### src/rtl/key_note_arbiter_pkg.sv
// Shared note/octave encodings and key-vector helpers for the piano front end.
package piano_pkg;

  localparam int NUM_KEYS = 7;

  typedef logic [2:0] note_t;
  typedef logic [2:0] octave_t;

  localparam note_t   NOTE_SILENT = 3'd0;
  localparam note_t   NOTE_C      = 3'd1;
  localparam note_t   NOTE_D      = 3'd2;
  localparam note_t   NOTE_E      = 3'd3;
  localparam note_t   NOTE_F      = 3'd4;
  localparam note_t   NOTE_G      = 3'd5;
  localparam note_t   NOTE_A      = 3'd6;
  localparam note_t   NOTE_B      = 3'd7;
  localparam octave_t OCT_MAX     = 3'd7;

  // Note code of the highest set key, or silent when none are set.
  function automatic note_t hi_note(input logic [NUM_KEYS-1:0] v);
    note_t n;
    n = NOTE_SILENT;
    for (int k = 0; k < NUM_KEYS; k++)
      if (v[k]) n = note_t'(k + 1);
    return n;
  endfunction

  // Note code of the lowest set key, or silent when none are set.
  function automatic note_t lo_note(input logic [NUM_KEYS-1:0] v);
    note_t n;
    n = NOTE_SILENT;
    for (int k = NUM_KEYS - 1; k >= 0; k--)
      if (v[k]) n = note_t'(k + 1);
    return n;
  endfunction

  // One-hot key mask for a note code; silent maps to an empty mask.
  function automatic logic [NUM_KEYS-1:0] note_mask(input note_t n);
    logic [NUM_KEYS-1:0] m;
    m = '0;
    for (int k = 0; k < NUM_KEYS; k++)
      m[k] = (n == note_t'(k + 1));
    return m;
  endfunction

endpackage

### src/rtl/key_debouncer.sv
// Two-flop synchroniser plus stable-count debouncer for one button.
// rise/fall are one-cycle strobes registered alongside the stable level.
module key_debouncer #(
  parameter int DEBOUNCE_CYCLES = 1_000_000
) (
  input  logic clk,
  input  logic rst_n,
  input  logic raw,
  output logic stable,
  output logic rise,
  output logic fall
);

  localparam int CW = (DEBOUNCE_CYCLES < 1) ? 1 : $clog2(DEBOUNCE_CYCLES + 1);
  localparam logic [CW-1:0] C_LAST = CW'(DEBOUNCE_CYCLES - 1);

  logic [1:0]    sync_q;
  logic [CW-1:0] cnt;

  // Raw input goes straight into the synchroniser, no logic in front.
  always_ff @(posedge clk or negedge rst_n) begin
    if (!rst_n) sync_q <= '0;
    else        sync_q <= {sync_q[0], raw};
  end

  // Accept a new level only after it has differed for DEBOUNCE_CYCLES cycles.
  always_ff @(posedge clk or negedge rst_n) begin
    if (!rst_n) begin
      stable <= 1'b0;
      cnt    <= '0;
      rise   <= 1'b0;
      fall   <= 1'b0;
    end else begin
      rise <= 1'b0;
      fall <= 1'b0;
      if (sync_q[1] == stable) begin
        cnt <= '0;
      end else if (cnt == C_LAST) begin
        stable <= ~stable;
        cnt    <= '0;
        rise   <= ~stable;
        fall   <= stable;
      end else begin
        cnt <= cnt + CW'(1);
      end
    end
  end

endmodule

### src/rtl/key_note_arbiter.sv
// Debounces 7 note keys and octave buttons, arbitrates last-pressed-wins
// with fallback to the lowest held key, and registers note/octave outputs.
module key_note_arbiter
  import piano_pkg::*;
#(
  parameter int DEBOUNCE_CYCLES = 1_000_000,
  parameter int OCT_RESET       = 3
) (
  input  logic                clk,
  input  logic                rst_n,
  input  logic [NUM_KEYS-1:0] key_raw,
  input  logic                oct_up_raw,
  input  logic                oct_dn_raw,
  output logic [2:0]          note,
  output logic [2:0]          octave,
  output logic                playing,
  output logic [NUM_KEYS-1:0] key_stable
);

  logic [NUM_KEYS-1:0] key_s, key_rise, key_fall;
  logic                up_s, up_rise, up_fall;
  logic                dn_s, dn_rise, dn_fall;
  logic                unused_btn;

  note_t   note_q, note_d;
  octave_t octave_q, octave_d;
  logic    playing_q;

  // One debouncer per key lane.
  key_debouncer #(.DEBOUNCE_CYCLES(DEBOUNCE_CYCLES)) u_key_db [NUM_KEYS-1:0] (
    .clk    (clk),
    .rst_n  (rst_n),
    .raw    (key_raw),
    .stable (key_s),
    .rise   (key_rise),
    .fall   (key_fall)
  );

  key_debouncer #(.DEBOUNCE_CYCLES(DEBOUNCE_CYCLES)) u_up_db (
    .clk(clk), .rst_n(rst_n), .raw(oct_up_raw),
    .stable(up_s), .rise(up_rise), .fall(up_fall)
  );

  key_debouncer #(.DEBOUNCE_CYCLES(DEBOUNCE_CYCLES)) u_dn_db (
    .clk(clk), .rst_n(rst_n), .raw(oct_dn_raw),
    .stable(dn_s), .rise(dn_rise), .fall(dn_fall)
  );

  // Octave only reacts to press strobes; levels and releases are ignored.
  assign unused_btn = ^{up_s, up_fall, dn_s, dn_fall};

  // Next active note: presses win, active release falls back to lowest held.
  always_comb begin
    note_d = note_q;
    if (|key_rise)
      note_d = hi_note(key_rise);
    else if (|(key_fall & note_mask(note_q)))
      note_d = lo_note(key_s);
  end

  // Next octave: single press steps with saturation, simultaneous presses cancel.
  always_comb begin
    octave_d = octave_q;
    if (up_rise && !dn_rise && octave_q != OCT_MAX)
      octave_d = octave_q + 3'd1;
    else if (dn_rise && !up_rise && octave_q != 3'd0)
      octave_d = octave_q - 3'd1;
  end

  // Output registers; async reset silences the amplifier immediately.
  always_ff @(posedge clk or negedge rst_n) begin
    if (!rst_n) begin
      note_q    <= NOTE_SILENT;
      octave_q  <= octave_t'(OCT_RESET);
      playing_q <= 1'b0;
    end else begin
      note_q    <= note_d;
      octave_q  <= octave_d;
      playing_q <= (note_d != NOTE_SILENT);
    end
  end

  assign note       = note_q;
  assign octave     = octave_q;
  assign playing    = playing_q;
  assign key_stable = key_s;

endmodule

### config.mk
export PLATFORM = sky130hd
export DESIGN_NAME = key_note_arbiter
export DESIGN_NICKNAME = d
export VERILOG_FILES = /design/src/rtl/key_note_arbiter_pkg.sv /design/src/rtl/key_debouncer.sv /design/src/rtl/key_note_arbiter.sv
export SDC_FILE = /design/constraint.sdc
export NUM_CORES = 1
export LEC_CHECK = 0
export ABC_AREA = 1
export CAP_MARGIN = 10
export CELL_PAD_IN_SITES_DETAIL_PLACEMENT = 0
export CELL_PAD_IN_SITES_GLOBAL_PLACEMENT = 1
export CORE_MARGIN = 3
export CORE_UTILIZATION = 49
export CTS_BUF_LIST = sky130_fd_sc_hd__clkbuf_8
export CTS_CLUSTER_SIZE = 40
export DETAILED_ROUTE_END_ITERATION = 10
export PLACE_DENSITY_LB_ADDON = 0.05
export SKIP_CTS_REPAIR_TIMING = 1
export SLEW_MARGIN = 10
export SYNTH_ARGS = -nofsm -noshare
export SYNTH_HDL_FRONTEND = slang
export SYNTH_SLANG_ARGS = --single-unit
### constraint.sdc
create_clock -name clk -period 2 [get_ports clk]
set_input_delay 0.5 -clock clk [delete_from_list [all_inputs] [get_ports clk]]
set_output_delay 0.5 -clock clk [all_outputs]
set_load 0.02 [all_outputs]
==> impl_metrics.tcl <==
set metrics [dict create \
    status "completed" \
    r2r_start "u_key_db[2].cnt[0]" \
    gr-total-overflow 0 \
    end_kind "output port" \
    drtIter0Drc 478 \
    slew_headroom 0.6420 \
    diodes 0 \
    hold_slack_ns 0.3453 \
    reg2regPathDepth 8 \
    slew_violations 0 \
    core_area_mm2 0.02354 \
    p_leak_nw 6.369 \
    min_to "u_key_db[4].sync_q[1]" \
    peakVddDrop_v 0.0005263 \
    synthFlopType "dfrtp_1" \
    critPathBufInv 1 \
    syn_inst 1420 \
    dp_cells 1776 \
    final_cell_count_no_fill 1857 \
    clk_pin_slew_ns 0.06 \
    root_buffer "clkbuf_8" \
    insertion_delay_ns 0.53 \
    syn_to_final_growth_pct 15.28 \
    dieArea_mm2 0.02597 \
    path_depth 1 \
    rr_endpoint "u_key_db[2].cnt[15]" \
    pre_cts_ws_ns 0.2452 \
    yosys_warnings 0 \
    numCtsBuffers 44 \
    arrival_ns 1.36 \
    crit_path_cell_trace "dlymetal6s2s_1" \
    fin_skew_ns 0.01251 \
    ys_seq_elements 230 \
    critPathMaxStageDelay_ns 0.58 \
    critical_path_class "reg2out" \
    cp_slowest_cell "dfstp_2" \
    async_reset_ff_frac 1.000 \
    critPathLaunchType "flip-flop" \
    grt_pass1_vias 9079 \
    wl_um 24280 \
    ios 25 \
    h-tree-depth 2 \
    fill_cells 2230 \
    holdPathStages 0 \
    vias 9194 \
    drv_cap 0 \
    synth_edf_count 0 \
    dieHeight_um 161.2 \
    period_share 0.9284 \
    setup_violations 0 \
    yosysSeqAreaShare 0.4881 \
    route.detailed.drc 0 \
    ff2ff_setup_slack_ns 0.26 \
    tightest_slew_ns 0.5321 \
    crit_required_ns 1.50 \
    routed_via_density 4.951 \
    fin_total_pwr_mw 10.06 \
    crit_family "flip-flops" \
    crit_fanout 5 \
    layout-drive-gt1-share 0.1287 \
    dp_hpwl_um 17780 \
    ant_nets 0 \
    port_buffers 24 \
    period_minus_slack_ns 1.857 \
    cts_tree "yes" \
    synth_cell_types 45 \
    netlist_area_mm2 0.01180 \
    antenna_found_initial 0 \
    syn_nets 1441 \
    grt_max_degree 52 \
    fin_ws_ns 0.1432 \
    gp_routability_congestion 0.8383 \
    cts.path.max_buffers 3 \
    rsz0062_at_grt "false" \
    hp-class "reg2reg" \
    pwr_density_cell_mw_per_mm2 739.6 \
    cts_sinks 230 \
    wl_per_cell_um 13.07 \
    track_usage 0.1944 \
    final_nets 1525 \
    die_x_um 161.2 \
    hp-start "u_key_db[4].sync_q[0]" \
    grt_pass1_wl_um 42480 \
    firstDrtPassIters 5 \
    start_util 0.5011 \
    avgSynthCellArea_um2 8.308 \
    row_count 56 \
    clock.fmax_mhz 538.6 \
    hold_viol_final 0 \
]
-- cell families (layout without fill, tap and decap cells) --
logic type / count (synthesis) / after routing / synth area share
AND/OR/NAND/NOR: 800 / 800 / 0.3294
flip-flops: 230 / 230 / 0.4881
buffers and inverters: 216 / 334 / 0.07297
AO/OA/AOI/OAI: 89 / 89 / 0.04242
XOR/XNOR: 74 / 74 / 0.05494
adder cells (fa/ha/maj): 10 / 10 / 0.01124
multiplexers: 1 / 1 / 0.0009544
-- flip-flops by register name (all words and copies together), names as in the netlist, 3 cells and up --
name             count
note                 3
octave               3
u_dn_db.cnt         20
u_key_db.cnt       140
u_key_db.fall        7
u_key_db.rise        7
u_key_db.stable      7
u_key_db.sync_q     14
u_up_db.cnt         20
-- per-stage QoR --
step / cell area (um^2) / utilization / TNS [ns]
floorplan: 11800 / - / 0
global placement: 12590 / 0.5347 / 0
detailed placement: 12590 / 0.5347 / 0
CTS: 13550 / 0.5757 / -2.455
global route: 13600 / 0.5777 / 0
finish: 13600 / 0.5777 / 0
-- layout by cell type, fill, tap and decap left out, drive strengths merged, types with 23 or more instances in the layout --
cell and n:
nand3 91, buf 27, nand4 38, o21ai 27, nor2 298, nor3 104, nand2 230, a21oi 40
dfrtp 228, clkbuf 57, xnor2 23, xor2 51, inv 210
-- layer usage --
| metal | routed length (um) | GRT usage | vias up |
|---|---|---|---|
| li1 | - | - | 4747 |
| met1 | 12270 | 0.2836 | 4286 |
| met2 | 10720 | 0.3004 | 116 |
| met3 | 758 | 0.03257 | 45 |
| met4 | 529 | 0.05827 | 0 |
| met5 | 0 | 0 | - |
-- how the worst max path moves through the flow --
stage,start,to,slack [ns]
3_3_place_gp,u_key_db[2].cnt[0],u_key_db[2].cnt[10],0.29
2_1_floorplan,octave[0],octave[1],0.43
5_1_grt,u_key_db[2].cnt[0],u_key_db[2].cnt[19],0.05
3_5_place_dp,u_key_db[2].cnt[0],u_key_db[2].cnt[3],0.25
4_1_cts,octave[0],octave[0],-0.28
6_report,octave[0],octave[0],0.14
-- cells in the mapped netlist, types with 2 or more instances --
master / count / area [um^2]
a211oi_1: 3 / 22.52
a21oi_1: 40 / 200.2
a31oi_1: 10 / 62.56
a41oi_1: 4 / 35.03
and3_1: 5 / 31.28
buf_4: 11 / 82.58
dfrtp_1: 228 / 5705
dfstp_2: 2 / 52.55
ha_1: 9 / 112.6
inv_1: 193 / 724.4
inv_2: 10 / 37.54
nand2_1: 213 / 799.5
nand2_2: 15 / 93.84
nand2_4: 2 / 22.52
nand3_1: 79 / 395.4
nand3_2: 12 / 120.1
nand3b_1: 4 / 30.03
nand4_1: 34 / 212.7
nand4_4: 3 / 63.81
nor2_1: 279 / 1047
nor2_2: 13 / 81.33
nor2_4: 6 / 67.56
nor3_1: 80 / 400.4
nor3_2: 18 / 180.2
nor3_4: 6 / 97.59
nor3b_1: 9 / 67.56
nor3b_2: 3 / 37.54
nor4_1: 14 / 87.58
nor4_2: 2 / 25.02
o211ai_1: 2 / 15.01
o21ai_0: 22 / 110.1
o21ai_1: 3 / 15.01
o21ai_2: 2 / 17.52
xnor2_1: 23 / 201.4
xor2_1: 51 / 446.7
-- layout make-up --
class | count | area, um^2 | area share
Clock buffer | 57 | 784.5 | 0.05768
Clock inverter | 23 | 181.4 | 0.01334
Inverter | 203 | 762.0 | 0.05603
Multi-Input combinational cell | 974 | 5179 | 0.3808
Sequential cell | 230 | 5759 | 0.4235
Tap cell | 319 | 399.1 | 0.02935
Timing Repair Buffer | 51 | 535.5 | 0.03937
-- report_power, final --
| group | total [mW] | internal [mW] | switching [mW] |
|---|---|---|---|
| sequential | 4.77 | 4.72 | 0.0516 |
| clock | 4.94 | 2.95 | 1.99 |
| combinational | 0.343 | 0.119 | 0.225 |
Note: power is estimated with default switching activity, not from simulation.
